`src/rtl/m_mem_ctrl_pkg.sv`:
```
// Shared encodings for the M-stage memory controller: FSM states,
// store/load size selects, bus size codes and address-error ExcCodes.
package m_mem_ctrl_pkg;

    typedef enum logic [2:0] {
        ST_IDLE   = 3'd0,
        ST_REQ    = 3'd1,
        ST_WAIT   = 3'd2,
        ST_DONE   = 3'd3,
        ST_CANCEL = 3'd4
    } memState_t;

    // MemInSelM: store size
    localparam logic [1:0] MIS_WORD = 2'd0;
    localparam logic [1:0] MIS_HALF = 2'd1;
    localparam logic [1:0] MIS_BYTE = 2'd2;

    // MemOutSelM: load type
    localparam logic [2:0] MOS_LW  = 3'd0;
    localparam logic [2:0] MOS_LBU = 3'd1;
    localparam logic [2:0] MOS_LB  = 3'd2;
    localparam logic [2:0] MOS_LHU = 3'd3;
    localparam logic [2:0] MOS_LH  = 3'd4;

    // data_size on the bus
    localparam logic [1:0] DSIZE_BYTE = 2'd0;
    localparam logic [1:0] DSIZE_HALF = 2'd1;
    localparam logic [1:0] DSIZE_WORD = 2'd2;

    localparam logic [4:0] EXC_ADEL = 5'd4;
    localparam logic [4:0] EXC_ADES = 5'd5;

    // Bus access size of the instruction; stores use MemInSel, loads MemOutSel.
    function automatic logic [1:0] accessSize(input logic isStore,
                                              input logic [1:0] inSel,
                                              input logic [2:0] outSel);
        logic [1:0] sz;
        sz = DSIZE_WORD;
        if (isStore) begin
            case (inSel)
                MIS_BYTE: sz = DSIZE_BYTE;
                MIS_HALF: sz = DSIZE_HALF;
                MIS_WORD: sz = DSIZE_WORD;
                default:  sz = DSIZE_WORD;
            endcase
        end else begin
            case (outSel)
                MOS_LBU, MOS_LB: sz = DSIZE_BYTE;
                MOS_LHU, MOS_LH: sz = DSIZE_HALF;
                default:         sz = DSIZE_WORD;
            endcase
        end
        return sz;
    endfunction

endpackage

```
`src/rtl/m_load_ext.sv`:
```
// Selects the addressed byte/half of a load response and zero- or
// sign-extends it according to the load type.
module m_load_ext
    import m_mem_ctrl_pkg::*;
(
    input  logic [31:0] rdata,
    input  logic [1:0]  addrLo,
    input  logic [2:0]  outSel,
    output logic [31:0] result
);

    logic [7:0]  byteSel;
    logic [15:0] halfSel;

    // Lane select followed by extension
    always_comb begin
        case (addrLo)
            2'd0:    byteSel = rdata[7:0];
            2'd1:    byteSel = rdata[15:8];
            2'd2:    byteSel = rdata[23:16];
            default: byteSel = rdata[31:24];
        endcase
        halfSel = addrLo[1] ? rdata[31:16] : rdata[15:0];
        case (outSel)
            MOS_LW:  result = rdata;
            MOS_LBU: result = {24'h0, byteSel};
            MOS_LB:  result = {{24{byteSel[7]}}, byteSel};
            MOS_LHU: result = {16'h0, halfSel};
            MOS_LH:  result = {{16{halfSel[15]}}, halfSel};
            default: result = rdata;
        endcase
    end

endmodule

```
`src/rtl/m_mem_ctrl.sv`:
```
// M-stage memory-access controller: runs the data-bus req/addr_ok/data_ok
// handshake for loads and stores, builds strobes and lane data, extends load
// results and flags address-alignment exceptions.
//
// state     | meaning
// ----------+--------------------------------------------------------------
// ST_IDLE   | no bus activity; non-memory / excepting ops pass straight on
// ST_REQ    | data_req high with request fields frozen, waiting for addr_ok
// ST_WAIT   | address accepted, waiting for data_ok
// ST_DONE   | result ready, M_to_W_valid high until W accepts
// ST_CANCEL | flushed with a transaction in flight; drain data_ok and drop it
module m_mem_ctrl
    import m_mem_ctrl_pkg::*;
#(
    parameter int         ADDR_W   = 32,
    parameter logic [4:0] EXC_ADEL = m_mem_ctrl_pkg::EXC_ADEL,
    parameter logic [4:0] EXC_ADES = m_mem_ctrl_pkg::EXC_ADES
)
(
    input  logic              clk,
    input  logic              reset,
    input  logic              respon,
    input  logic              M_valid,
    input  logic              W_allowin,
    input  logic              MemWriteM,
    input  logic              MemOrALUM,
    input  logic [1:0]        MemInSelM,
    input  logic [2:0]        MemOutSelM,
    input  logic [31:0]       ALUoutM,
    input  logic [31:0]       rd2M,
    input  logic              EXLM,
    input  logic [4:0]        ExcCodeM,
    output logic              M_allowin,
    output logic              M_to_W_valid,
    output logic              data_req,
    output logic              data_wr,
    output logic [1:0]        data_size,
    output logic [ADDR_W-1:0] data_addr,
    output logic [3:0]        data_wstrb,
    output logic [31:0]       data_wdata,
    input  logic              data_addr_ok,
    input  logic              data_data_ok,
    input  logic [31:0]       data_rdata,
    output logic [31:0]       mem_rdataM,
    output logic              exc_validM,
    output logic [4:0]        exc_codeM
);

    memState_t   state;
    logic [2:0]  loadSel;
    logic        isMem;
    logic        misalign;
    logic        memOp;
    logic [1:0]  addrLo;
    logic [1:0]  accSize;
    logic [3:0]  wstrbNext;
    logic [31:0] wdataNext;
    logic [31:0] loadExt;

    assign isMem    = MemWriteM || MemOrALUM;
    assign addrLo   = ALUoutM[1:0];
    assign accSize  = accessSize(MemWriteM, MemInSelM, MemOutSelM);
    assign misalign = isMem && ((accSize == DSIZE_WORD && addrLo != 2'b00) ||
                                (accSize == DSIZE_HALF && addrLo[0]));

    assign exc_validM = M_valid && (EXLM || misalign);
    assign exc_codeM  = EXLM ? ExcCodeM : (MemWriteM ? EXC_ADES : EXC_ADEL);
    assign memOp      = M_valid && isMem && !exc_validM;

    // Store strobes and lane-replicated write data
    always_comb begin
        wstrbNext = 4'h0;
        wdataNext = rd2M;
        if (MemWriteM) begin
            case (MemInSelM)
                MIS_BYTE: begin
                    wstrbNext = 4'b0001 << addrLo;
                    wdataNext = {4{rd2M[7:0]}};
                end
                MIS_HALF: begin
                    wstrbNext = addrLo[1] ? 4'b1100 : 4'b0011;
                    wdataNext = {2{rd2M[15:0]}};
                end
                default: begin
                    wstrbNext = 4'hF;
                    wdataNext = rd2M;
                end
            endcase
        end
    end

    // Extension uses the frozen request address and load type
    m_load_ext u_load_ext (
        .rdata  (data_rdata),
        .addrLo (data_addr[1:0]),
        .outSel (loadSel),
        .result (loadExt)
    );

    // Handshake toward W; a flush cycle never presents a result
    always_comb begin
        case (state)
            ST_IDLE: M_to_W_valid = M_valid && !memOp && !respon;
            ST_DONE: M_to_W_valid = !respon;
            default: M_to_W_valid = 1'b0;
        endcase
    end

    assign M_allowin = (state == ST_IDLE || state == ST_DONE) &&
                       (!M_valid || (M_to_W_valid && W_allowin));

    // Bus transaction FSM with registered request fields and load result
    always_ff @(posedge clk or negedge reset) begin
        if (!reset) begin
            state      <= ST_IDLE;
            data_req   <= 1'b0;
            data_wr    <= 1'b0;
            data_size  <= DSIZE_WORD;
            data_addr  <= '0;
            data_wstrb <= 4'h0;
            data_wdata <= 32'h0;
            loadSel    <= MOS_LW;
            mem_rdataM <= 32'h0;
        end else begin
            case (state)
                ST_IDLE: begin
                    if (memOp && !respon) begin
                        state      <= ST_REQ;
                        data_req   <= 1'b1;
                        data_wr    <= MemWriteM;
                        data_size  <= accSize;
                        data_addr  <= ALUoutM[ADDR_W-1:0];
                        data_wstrb <= wstrbNext;
                        data_wdata <= wdataNext;
                        loadSel    <= MemOutSelM;
                    end
                end
                ST_REQ: begin
                    if (data_addr_ok) begin
                        data_req <= 1'b0;
                        if (data_data_ok) begin
                            if (!respon && !data_wr) begin
                                mem_rdataM <= loadExt;
                            end
                            state <= respon ? ST_IDLE : ST_DONE;
                        end else begin
                            state <= respon ? ST_CANCEL : ST_WAIT;
                        end
                    end else if (respon) begin
                        data_req <= 1'b0;
                        state    <= ST_IDLE;
                    end
                end
                ST_WAIT: begin
                    // A response coinciding with the flush already closes the transaction
                    if (respon) begin
                        state <= data_data_ok ? ST_IDLE : ST_CANCEL;
                    end else if (data_data_ok) begin
                        if (!data_wr) begin
                            mem_rdataM <= loadExt;
                        end
                        state <= ST_DONE;
                    end
                end
                ST_CANCEL: begin
                    if (data_data_ok) begin
                        state <= ST_IDLE;
                    end
                end
                ST_DONE: begin
                    if (respon || W_allowin) begin
                        state <= ST_IDLE;
                    end
                end
                default: state <= ST_IDLE;
            endcase
        end
    end

endmodule

```
`config.mk`:
```
export PLATFORM = sky130hd
export DESIGN_NAME = m_mem_ctrl
export DESIGN_NICKNAME = d
export VERILOG_FILES = /design/src/rtl/m_mem_ctrl_pkg.sv /design/src/rtl/m_load_ext.sv /design/src/rtl/m_mem_ctrl.sv
export SDC_FILE = /design/constraint.sdc
export NUM_CORES = 1
export LEC_CHECK = 0
export CORE_MARGIN = 3
export CORE_UTILIZATION = 35
export DETAILED_ROUTE_END_ITERATION = 10
export DONT_BUFFER_PORTS = 1
export PLACE_DENSITY = 0.53
export SYNTH_ARGS = -nofsm -noshare
export SYNTH_HDL_FRONTEND = slang
export SYNTH_SLANG_ARGS = --single-unit
```
`constraint.sdc`:
```
create_clock -name clk -period 4.5 [get_ports clk]
set_clock_uncertainty 0.1 [all_clocks]
set_input_delay 0.9 -clock clk [delete_from_list [all_inputs] [get_ports clk]]
set_output_delay 0.9 -clock clk [all_outputs]
set_load 0.1 [all_outputs]
```
==> results.md <==
- Fin crit share: 85.1%
- Synth-to-Final Area Change: 11.3%
- CP startpoint kind: primary input
- Slew Limit Fails: 0
- Synth cell types: 49
- Slew HR: 23.2%
- Nets: 593
- Worst Path Arrival: 2.83 ns
- Crit-path cells: inv_1, ha_1, xor2_1, o221ai_1, o21ai_0, nor2b_1, a2111oi_4, buf_16
- CTS Buf Count: 9
- Largest stage delay, worst path: 0.41 ns
- Post-DRT Antenna Nets: 0
- CTS H-tree lvls: 3
- Vias: 3816
- Max cap viols: 0
- FF-to-FF Start: data_addr[1]
- Req. time, crit path: 3.50 ns
- Hold slack: 0.140 ns
- Post-detail-place hpwl: 10400 µm
- Post-synth top area cell: dfrtp_1
- Seq cells post-synth: 110
- Setup TNS: 0 ns
- Crit-path max FO: 7
- Setup ws final: 0.670 ns
- Detailed Routing Iterations Pass 1: 7
- Initial antenna violation count: 1
- Warnings from Yosys: 0
- Via density: 5.77
- CTS Buffer Depth: 2
- Ports: 228
- Layout cell share with drive strength beyond 1: 8.96%
- Die area: 16300 µm²
- Sequential-to-total area share from yosys stat: 53.1%
- Synthesized area per cell: 10.6 µm²
- WL per Instance: 21.7 µm
- Final GP Congestion: 0.875
- Initial Utilization: 36.5%
- Mapped Cells: 488
- Clk sinks: 110
- Area of the core: 14200 µm²
- Die width: 128 µm
- Syn nets: 606
- Worst min path class: primary input to asynchronous set/reset pin
- Die H: 128 µm
- Primary FF master, synth: dfrtp_1
- CTS tree: built
- Finish-stage setup viols: 0
- GRT overflow: 0
- Status: complete, no violations
- Ranking of synthesized cells by area: dfrtp_1 53%, mux2_1 9.3%, nor2_1 4.6%, nand2_1 4.3%, a21oi_1 3.6%
- Reg2reg end: mem_rdataM[28]
- Top cell type's share of synthesized area: 52.6%
- Initial DRC count: 222
- Root Buffer: clkbuf_16
- Async S/R FF share, synth: 100%
- FILL cells: 1387
- Post-CTS Setup Inserts: 0
- Tmin final: 3.83 ns
- EDFF count, synth: 0
- DRC: 0
- Fmax: 261 MHz
- Vias in the first global route: 4149
- RSZ-0062 raised after global routing: false
- CP endpoint kind: output pin
- Resized Gates After CTS: 0
- I/O Buffers: 0
- Clk_lat worst skew: 0.35 ns
- Hold Buf Count CTS: 0
- Crit path kind: primary input to output pin
- First-pass GRT wire length: 22400 µm
- Core Rows: 43
- Final hold violations: 0
- All-layer global routing usage: 17.6%
- CP max-delay cell: nor2b_1
- WL final: 14400 µm
- Reg2Reg Depth: 4
- Post-Synthesis Cell Area: 5190 µm²
- Clk slew on worst S/H paths: 0.08 ns
- Largest net degree at the start of global routing: 111
- FF-to-FF setup slack: 1.56 ns
- Worst-margin pin slew: 1.15 ns
- Dpl ws: 0.654 ns
==> critical path: cells and delay by family <==
kind	cells	cell delay (ns)
compound gates	3	0.71
simple gates	1	0.41
fa+ha+maj	1	0.38
buf+inv	2	0.23
xor+xnor	1	0.18
==> per-stage QoR <==
stage	area (µm²)	util, %	cells
global route	5780	40.7	661
global placement	5440	38.3	644
finish	5780	40.7	661
floorplan	5210	-	488
CTS	5780	40.7	660
detailed placement	5440	38.3	644
==> logic make-up after synthesis <==
| group | synth area share, % |
|---|---|
| buffers and inverters | 3.52 |
| multiplexers | 13.2 |
| AND/OR/NAND/NOR | 12.4 |
| flip-flops | 53.1 |
| XOR/XNOR | 0.844 |
| adder cells (fa/ha/maj) | 0.482 |
| AO/OA/AOI/OAI | 16.5 |
==> state kept, by name (all words and copies together), names as in the netlist <==
name and count:
state 3, data_req 1, data_wstrb 4, loadSel 3, data_addr 32, data_wr 1
mem_rdataM 32, data_size 2, data_wdata 32
==> cell type report <==
class	count	area (µm²)	area share, %
antenna	1	2.50	0.0433
clock buffer	10	239	4.14
clock inverter	6	92.6	1.60
inverter	6	22.5	0.390
multi-input combinational	336	2290	39.7
sequential	110	2760	47.7
tap	180	225	3.90
timing repair buffer	12	148	2.56
==> per-layer routing <==
metal	track usage (%)	routed length (µm)	up-vias	share of wire (%)
li1	-	-	1736	-
met1	20.0	5290	1863	37
met2	28.7	6920	195	48
met3	8.08	1840	22	13
met4	6.93	310	0	2.2
met5	0	0	-	0
==> cells in the mapped netlist, drive strengths merged, types with 2 or more instances <==
library cell    n
inv             6
nor3            2
xnor2           2
mux2           43
a222oi          7
a221oi         17
a21oi          37
a21boi          2
nor2           64
a211oi          2
buf            21
o21ai          21
and3            2
clkbuf         15
nand2b          5
a22oi           8
o21a            3
or2             2
ha              2
nor2b           4
xor2            3
and2            3
nand2          60
nand3           2
mux4            8
o2111ai         2
o31ai          17
dfrtp         109
o22ai           2
mux2i           2
nor3b           3
==> worst max-delay path by stage <==
stage | startpoint | to | slack, ns
after floorplan | MemInSelM[0] | M_to_W_valid | -0.02
after global placement | MemInSelM[0] | M_allowin | 0.68
after detailed placement | MemInSelM[0] | M_allowin | 0.65
after CTS | MemInSelM[0] | M_allowin | 0.64
after global routing | MemInSelM[0] | M_allowin | 0.48
final | MemInSelM[0] | M_allowin | 0.67
==> cells in the final DEF, fill, tap and decap left out, types with 8 or more instances in the layout <==
master and count:
dfrtp_1 108, a22oi_1 8, mux4_2 8, nand2_1 60, nor2_1 64, a21oi_1 37
a221oi_1 17, buf_4 8, o31ai_1 17, mux2_1 43, clkbuf_16 9, o21ai_1 14
Power is not shown: default switching activity piles up to over one toggle a cycle in this logic, so the estimate is an artifact.
